$ cat src/rtl/tlb_ptw.sv
`default_nettype none
// +-----------------------------------------------------------------------------+
// | tlb_ptw : Sv39 page-table walker and PTE write-through engine for the TLB.  |
// | Revision: 1.0                                                               |
// +-----------------------------------------------------------------------------+
module tlb_ptw (
   input  logic        clk,
   input  logic        rst,
   input  logic [43:0] satp_ppn,
   input  logic        translate_req,
   input  logic        write_through_req,
   input  logic        tsl_read,
   input  logic        tsl_write,
   input  logic        tsl_execute,
   input  logic [63:0] pte_pa_va_in,
   input  logic [63:0] pte_in,
   output logic [43:0] PPN_in,
   output logic [63:0] PTE_in,
   output logic [63:0] PTE_pa_in,
   output logic        ready,
   output logic        entry_write,
   output logic        TLB_D_set,
   output logic        page_fault,
   output logic        mem_req,
   output logic        mem_we,
   output logic [63:0] mem_addr,
   output logic [63:0] mem_wdata,
   input  logic [63:0] mem_rdata,
   input  logic        mem_ack
);

   typedef enum logic [2:0] {
      S_IDLE   = 3'd0,
      S_FETCH  = 3'd1,
      S_EVAL   = 3'd2,
      S_UPDATE = 3'd3,
      S_DONE   = 3'd4,
      S_FAULT  = 3'd5,
      S_WT     = 3'd6
   } state_t;

   state_t      state_q;
   logic [1:0]  level_q;
   logic [43:0] base_q;
   logic [38:12] va_q;
   logic        write_q;
   logic        wt_q;
   logic        skip_q;
   logic [63:0] pte_q;
   logic [63:0] pte_pa_q;
   logic [43:0] ppn_q;

   logic        w_active_req;
   logic        w_noncanon;
   logic        w_leaf;
   logic        w_fault;
   logic        w_need_upd;
   logic [63:0] w_pte_upd;
   logic [43:0] w_leaf_ppn;
   logic        w_unused_access;

   function automatic logic [63:0] walk_addr(input logic [43:0] base,
                                             input logic [1:0]  lvl,
                                             input logic [26:0] vpns);
      logic [8:0] vpn;
      case (lvl)
         2'd2:    vpn = vpns[26:18];
         2'd1:    vpn = vpns[17:9];
         default: vpn = vpns[8:0];
      endcase
      return {8'd0, base, vpn, 3'b000};
   endfunction

   assign w_unused_access = tsl_read | tsl_execute;
   assign w_active_req    = wt_q ? write_through_req : translate_req;
   assign w_noncanon      = pte_pa_va_in[63:39] != {25{pte_pa_va_in[38]}};
   assign w_leaf          = pte_q[1] | pte_q[3];
   assign w_fault         = !pte_q[0] || (!pte_q[1] && pte_q[2])
                         || (!w_leaf && level_q == 2'd0)
                         || (w_leaf && level_q == 2'd2 && pte_q[27:10] != 18'd0)
                         || (w_leaf && level_q == 2'd1 && pte_q[18:10] != 9'd0);
   assign w_need_upd      = !pte_q[6] || (write_q && !pte_q[7]);
   assign w_pte_upd       = pte_q | {56'd0, write_q, 1'b1, 6'd0};

   // Superpages splice the untranslated VPN bits into the low PPN.
   always_comb begin
      w_leaf_ppn = pte_q[53:10];
      case (level_q)
         2'd2:    w_leaf_ppn = {pte_q[53:28], va_q[38:21]};
         2'd1:    w_leaf_ppn = {pte_q[53:19], va_q[20:12]};
         default: w_leaf_ppn = pte_q[53:10];
      endcase
   end

   always_ff @(posedge clk) begin
      if (rst) begin
         state_q     <= S_IDLE;
         level_q     <= 2'd0;
         base_q      <= 44'd0;
         va_q        <= '0;
         write_q     <= 1'b0;
         wt_q        <= 1'b0;
         skip_q      <= 1'b0;
         pte_q       <= 64'd0;
         pte_pa_q    <= 64'd0;
         ppn_q       <= 44'd0;
         PPN_in      <= 44'd0;
         PTE_in      <= 64'd0;
         PTE_pa_in   <= 64'd0;
         ready       <= 1'b0;
         entry_write <= 1'b0;
         TLB_D_set   <= 1'b0;
         page_fault  <= 1'b0;
         mem_req     <= 1'b0;
         mem_we      <= 1'b0;
         mem_addr    <= 64'd0;
         mem_wdata   <= 64'd0;
      end else begin
         ready       <= 1'b0;
         entry_write <= 1'b0;
         TLB_D_set   <= 1'b0;
         page_fault  <= 1'b0;
         case (state_q)
            S_IDLE: begin
               // The cycle after a response pulse ignores a still-held request.
               if (skip_q) begin
                  skip_q <= 1'b0;
               end else if (write_through_req) begin
                  wt_q      <= 1'b1;
                  mem_req   <= 1'b1;
                  mem_we    <= 1'b1;
                  mem_addr  <= pte_pa_va_in;
                  mem_wdata <= pte_in | 64'hC0;
                  state_q   <= S_WT;
               end else if (translate_req) begin
                  wt_q    <= 1'b0;
                  va_q    <= pte_pa_va_in[38:12];
                  write_q <= tsl_write;
                  level_q <= 2'd2;
                  base_q  <= satp_ppn;
                  if (w_noncanon) begin
                     page_fault <= 1'b1;
                     state_q    <= S_FAULT;
                  end else begin
                     mem_req  <= 1'b1;
                     mem_we   <= 1'b0;
                     mem_addr <= walk_addr(satp_ppn, 2'd2, pte_pa_va_in[38:12]);
                     state_q  <= S_FETCH;
                  end
               end
            end
            S_FETCH: begin
               if (mem_ack) begin
                  mem_req  <= 1'b0;
                  pte_q    <= mem_rdata;
                  pte_pa_q <= mem_addr;
                  state_q  <= w_active_req ? S_EVAL : S_IDLE;
               end
            end
            S_EVAL: begin
               if (!w_active_req) begin
                  state_q <= S_IDLE;
               end else if (w_fault) begin
                  page_fault <= 1'b1;
                  state_q    <= S_FAULT;
               end else if (!w_leaf) begin
                  base_q   <= pte_q[53:10];
                  level_q  <= level_q - 2'd1;
                  mem_req  <= 1'b1;
                  mem_we   <= 1'b0;
                  mem_addr <= walk_addr(pte_q[53:10], level_q - 2'd1, va_q);
                  state_q  <= S_FETCH;
               end else if (w_need_upd) begin
                  pte_q     <= w_pte_upd;
                  ppn_q     <= w_leaf_ppn;
                  mem_req   <= 1'b1;
                  mem_we    <= 1'b1;
                  mem_addr  <= pte_pa_q;
                  mem_wdata <= w_pte_upd;
                  state_q   <= S_UPDATE;
               end else begin
                  ready       <= 1'b1;
                  entry_write <= 1'b1;
                  PPN_in      <= w_leaf_ppn;
                  PTE_in      <= pte_q;
                  PTE_pa_in   <= pte_pa_q;
                  state_q     <= S_DONE;
               end
            end
            S_UPDATE: begin
               if (mem_ack) begin
                  mem_req <= 1'b0;
                  mem_we  <= 1'b0;
                  if (w_active_req) begin
                     ready       <= 1'b1;
                     entry_write <= 1'b1;
                     PPN_in      <= ppn_q;
                     PTE_in      <= pte_q;
                     PTE_pa_in   <= pte_pa_q;
                     state_q     <= S_DONE;
                  end else begin
                     state_q <= S_IDLE;
                  end
               end
            end
            S_WT: begin
               if (mem_ack) begin
                  mem_req <= 1'b0;
                  mem_we  <= 1'b0;
                  if (w_active_req) begin
                     ready     <= 1'b1;
                     TLB_D_set <= 1'b1;
                     state_q   <= S_DONE;
                  end else begin
                     state_q <= S_IDLE;
                  end
               end
            end
            S_DONE, S_FAULT: begin
               skip_q  <= 1'b1;
               state_q <= S_IDLE;
            end
            default: state_q <= S_IDLE;
         endcase
      end
   end

endmodule
`default_nettype wire

$ cat config.mk
export PLATFORM = sky130hd
export DESIGN_NAME = tlb_ptw
export DESIGN_NICKNAME = d
export VERILOG_FILES = /design/src/rtl/tlb_ptw.sv
export SDC_FILE = /design/constraint.sdc
export NUM_CORES = 1
export LEC_CHECK = 0
export ABC_CLOCK_PERIOD_IN_PS = 3000
export CAP_MARGIN = 20
export CORE_MARGIN = 4
export CORE_UTILIZATION = 46
export CTS_BUF_LIST = sky130_fd_sc_hd__clkbuf_2 sky130_fd_sc_hd__clkbuf_4 sky130_fd_sc_hd__clkbuf_8
export CTS_CLUSTER_DIAMETER = 40
export DETAILED_ROUTE_END_ITERATION = 7
export PLACE_DENSITY = 0.78
export SLEW_MARGIN = 20
export SYNTH_ARGS = -nofsm -noshare
export SYNTH_HDL_FRONTEND = slang
export SYNTH_SLANG_ARGS = --single-unit
export TNS_END_PERCENT = 1
$ cat constraint.sdc
create_clock -name clk -period 3 [get_ports clk]
set_input_delay 0.75 -clock clk [delete_from_list [all_inputs] [get_ports clk]]
set_output_delay 0.75 -clock clk [all_outputs]
set_load 0.005 [all_outputs]
* Word-level counts from Yosys, hierarchy flattened
Cells that the tools add are included.
** Storage, ports and cells
- Flip-flop bits (word level) :: 513
- Input port bits :: 244
- Output and inout bits :: 306
- Logic and storage cells :: 198
** Operators by class
- Add/subtract/negate cells :: 1
- Eq/ne operators :: 29
- Mux-type cells :: 98
- Bitwise gates (word level) :: 6
- Reductions and logical operators :: 44
** Operators by type and width (count)
- 64-bit two-way mux :: 27
- 64-bit one-hot mux with 2 select lines :: 5
- 44-bit two-way mux :: 6
- 44-bit one-hot mux with 2 select lines :: 1
- 64-bit by 8-bit OR with 64-bit output :: 1
- 18-bit one-hot mux with 2 select lines :: 1
- 3-bit two-way mux :: 11
- 1-bit two-way mux :: 31
- 7-bit AND reduction :: 4
- 2-bit != test (second input constant) :: 13
- 25-bit != test :: 1
- 9-bit one-hot mux with 2 select lines :: 1
- 18-bit nonzero test :: 1
- 8-bit AND reduction :: 2
- 2-bit two-way mux :: 7
- 3-bit one-hot mux with 4 select lines :: 1
- 2-bit nonzero test :: 5
- 3-bit == test (second input constant) :: 3
- 3-bit != test (second input constant) :: 3
- 9-bit nonzero test :: 1
- 1-bit one-hot mux with 2 select lines :: 4
- 4-bit AND reduction :: 2
- 1-bit logical AND :: 7
- 3-bit by 2-bit == test with 1-bit output (second input constant) :: 2
- other kinds (20) :: 38

* Depth between registers and ports, before layout
- Word-level depth :: 9
- Mapped depth :: 10
- Depth with buffers taken out :: 8

* Worst setup path before layout
Ideal clock, no wire load.
- Path kind :: input port to flip-flop
- Start point :: input translate_req
- End point :: register PPN_in[24]
- Arrival time :: 2.846 ns
- Data required time :: 2.884 ns
- Slack :: 0.038 ns
- Stages on the path :: 10
- Path through :: clkbuf_1 -> mux2i_1 -> nor3_2 -> a21oi_1 -> buf_2 -> buf_2 -> nor2_1 -> clkbuf_1 -> nand3_1 -> o211a_1
** Between the ends
- Longest elaborated chain between the ends :: 3
- Elaborated cells between the ends (all ways) :: 4
** RTL lines
- start, declared :: RTL line 10 : input logic translate_req,
- 1-bit two-way mux * :: RTL line 75 : assign w_active_req = wt_q ? write_through_req : translate_req;
- 2-bit != test (no line)
- 7-bit AND reduction (no line) *
- end signal, assigned :: RTL line 184 : PPN_in <= w_leaf_ppn;
- end signal, assigned :: RTL line 197 : PPN_in <= ppn_q;
- end, declared :: RTL line 17 : output logic [43:0] PPN_in,
Mark *: on every way between the ends. The rest lies on a longest branch, timed or not.
A chain may end at the register's enable or synchronous reset.

* Worst setup path after layout
- Start point :: register pte_q[13]
- End point :: register PTE_pa_in[11]
** Between the ends
- Longest elaborated chain between the ends :: 6
- Elaborated cells between the ends (all ways) :: 8
** RTL lines
- start, declared :: RTL line 49 : logic [63:0] pte_q;
- start signal, assigned :: RTL line 155 : pte_q <= mem_rdata;
- start signal, assigned :: RTL line 174 : pte_q <= w_pte_upd;
- 18-bit nonzero test :: RTL line 80 : || (w_leaf && level_q == 2'd2 && pte_q[27:10] != 18'd0)
- 1-bit logical AND :: RTL line 80
- 1-bit logical OR :: RTL line 80
- 1-bit logical OR * :: RTL line 81 : || (w_leaf && level_q == 2'd1 && pte_q[18:10] != 9'd0);
- 2-bit != test (no line) *
- 7-bit AND reduction (no line) *
- end signal, assigned :: RTL line 186 : PTE_pa_in <= pte_pa_q;
- end signal, assigned :: RTL line 199 : PTE_pa_in <= pte_pa_q;
- end, declared :: RTL line 19 : output logic [63:0] PTE_pa_in,
Marks and branches as above.

==> impl_metrics.toml <==
[status]
status = "finished clean"

[drt]
dr.pass1.iters = 7
drtAntennaViolNets = 0
wirelength_mm = 91.71
drcViolationCount = 0
drtIter0Drc = 3029
vias = 24596
wl_per_cell_microns = 22.59
vias_per_cell = 6.060

[timing]
setup_violations = 0
fin_crit_sh_pct = 94.16
fin_crit_ns = 2.825
drv_slew = 0
fin_tns_setup_ns = 0
rsz0062_at_grt = "false"
fin_worst_skew_ns = 0.04154
final-hold-violation-count = 0
fmax_mhz = 354.0
slew_headroom_pct = 35.94
worst_slew_pin_slew_ns = 0.9508

[clock_network]
cts.repair.resized = 0
clk_latency_ns = 0.68
clk_pin_slew_ns = 0.06
cts_sinks = 513
htree_levels = 3
postCtsSetupBuffers = 0
root_buffer = "clkbuf_8"
cts.path.max_buffers = 3
numCtsBuffers = 95
cts_tree = "built"
postCtsHoldBufs = 0

[critical_path]
cp.arrival_ns = 3.36
path_class = "reg -> reg"
required_ns = 3.54
crit_start = "pte_q[13]$_SDFFE_PP0P_"
crit_fanout = 68
ff2ff_path_depth = 8
crit_path_end_kind = "register"
startpoint_type = "register"
r2r_start = "pte_q[13]$_SDFFE_PP0P_"
reg2reg_to = "PTE_pa_in[11]$_SDFFE_PP0P_"
r2r_slack_ns = 0.18

[job]
drv_cap = 0

[global_route]
grt_antenna_before_repair = 3
grt_pass1_wl_mm = 138.2
grtUsageTotal_pct = 33.10
grt_overflow = 0
grt_start_max_net_pins = 109
grt_pass1_vias = 23670

[synthesis]
synth_cell_type_count = 53
yosysWarnings = 0
synth-edff-count = 0
yosys-top-cells-area = "dfxtp_1 (46%), nand2_1 (10%), a21oi_1 (10%)"
ys_async_sr_fraction_pct = 0
ys_ff_latch = 513
netlist_instances = 2895
syn_avg_cell_area_sq_um = 7.721
synth_nets = 3143
synth_commonest_cells = "nand2_1 (623), dfxtp_1 (513), a21oi_1 (451)"
yosysTopAreaCellShare_pct = 45.95
synth_most_common_cell = "nand2_1"
synth_area_leader_cell = "dfxtp_1"
synth_area_sq_um = 22350
ys_seq_area_share_pct = 45.95
ys.flop_type = "dfxtp_1"

[floorplanning]
design.core.area_sq_um = 47850
die_area_sq_um = 52180
die_h_microns = 228.4
rows = 80
fp.dieW_microns = 228.4
ioPinCount = 550
initial_core_util_pct = 46.72

[placement]
dp_hpwl_mm = 63.93
port_buffers = 545
dpl-instance-area_sq_um = 28920
gp_congestion = 0.9049

[worst_hold_path]
hp-start = "ppn_q[37]$_SDFFE_PP0P_"
min_path_cells = 2
hold_class = "reg -> reg"
min_to = "ppn_q[37]$_SDFFE_PP0P_"

[layout]
syn_to_final_growth_pct = 39.18
n_fill_cell = 4028
fin_area_sq_um = 31110
drive_above_1_share_pct = 9.558
fin_nets = 3618
fin_util_pct = 65.02

[pwr]
ir_drop_v = 0.0006417
total_leakage_power_nw = 11.04
p_per_area_nw_per_um2 = 796.6
area by class of cell:
type,count,area [sq um],area share [%]
tap,615,769.5,2.473
clock buffer,137,1785,5.739
clock inverter,32,404.1,1.299
inverter,11,41.29,0.1327
multi-input combinational,2084,10980,35.28
timing repair buffer,665,6859,22.05
sequential,513,10270,33.01
antenna,2,5.005,0.01609
sequential cells by signal, indices dropped and copies added (netlist names):
| signal | count |
|---|---|
| pte_pa_q | 64 |
| entry_write | 1 |
| ready | 1 |
| state_q | 3 |
| mem_addr | 64 |
| level_q | 2 |
| mem_wdata | 64 |
| pte_q | 64 |
| PTE_pa_in | 64 |
| write_q | 1 |
| wt_q | 1 |
| mem_we | 1 |
| TLB_D_set | 1 |
| skip_q | 1 |
| va_q | 27 |
| mem_req | 1 |
| PPN_in | 44 |
| page_fault | 1 |
| PTE_in | 64 |
| ppn_q | 44 |
through the flow:
| stage | worst slack [ns] | std cells | hold WS (ns) | power, mW |
|---|---|---|---|---|
| floorplan | 0.03827 | 2895 | 0.4357 | 12.90 |
| global placement | -0.1828 | 3888 | 0.4410 | 16.88 |
| detailed placement | -0.2584 | 3888 | 0.4464 | 17.08 |
| CTS | 0.1902 | 4057 | 0.4547 | 24.74 |
| global route | 0.08835 | 4058 | 0.4692 | 25.88 |
| finish | 0.1753 | 4059 | 0.4525 | 24.78 |
worst max-delay path, stage by stage (launching register included):
cell and delay [ns]:
dfxtp_1 0.31, or4_1 0.58, nor4_4 0.24, buf_4 0.21
a41oi_4 0.24, o31a_2 0.46, buf_12 0.19, o21ai_0 0.26
a21oi_1 0.11
metal layers:
layer	vias to the layer above	GRT usage (%)	wire length [microns]
met1	11688	40.34	35010
met5	-	0	27
met2	1438	54.14	42400
li1	11170	-	-
met3	296	7.590	8613
met4	4	18.56	5656
how the worst max path moves through the flow:
stage,cells after the start,slack [ns],endpoint
2_1_floorplan,10,0.04,PPN_in[24]$_SDFFE_PP0P_
3_3_place_gp,10,-0.18,mem_addr[9]$_SDFFE_PP0P_
3_5_place_dp,10,-0.26,mem_addr[7]$_SDFFE_PP0P_
4_1_cts,9,0.19,mem_wdata[36]$_SDFFE_PP0P_
5_1_grt,9,0.09,mem_wdata[3]$_SDFFE_PP0P_
6_report,8,0.18,PTE_pa_in[11]$_SDFFE_PP0P_
where the power goes:
part	internal, mW	switching (mW)	leakage [nW]
Combinational	3.57	4.91	5.76
Clock	4.54	3.13	1.13
Sequential	7.77	0.870	4.16
cells in the final DEF (no fill, tap or decap), types with 3 or more instances in the layout:
master	count
a211oi_1	75
a21oi_1	449
a22oi_1	27
a311oi_1	82
a31oi_1	68
and3_1	12
buf_12	40
buf_4	81
bufinv_16	8
clkbuf_4	16
clkbuf_8	121
clkdlybuf4s50_1	543
clkinv_2	10
clkinv_4	5
clkinvlp_4	7
dfxtp_1	513
ha_1	4
inv_1	11
mux2_2	11
mux2i_1	37
nand2_1	623
nand3_1	223
nand4_1	5
nor2_1	127
nor2_2	4
nor2b_1	46
nor3_1	7
nor4_1	16
o211a_1	26
o21a_1	10
o21ai_0	183
or2_2	3
or3_1	6
kinds of logic (layout without fill, tap and decap cells):
kind of cell             after synthesis  in the layout  synth area share, %
buffers and inverters                298            845                5.458
other                                  0              2                    0
flip-flops                           513            513                45.95
multiplexers                          48             48                2.211
adder cells (fa/ha/maj)                4              4               0.2239
AND/OR/NAND/NOR                     1089           1089                20.90
AO/OA/AOI/OAI                        943            943                25.26
Power figures use the tool's default switching activity.
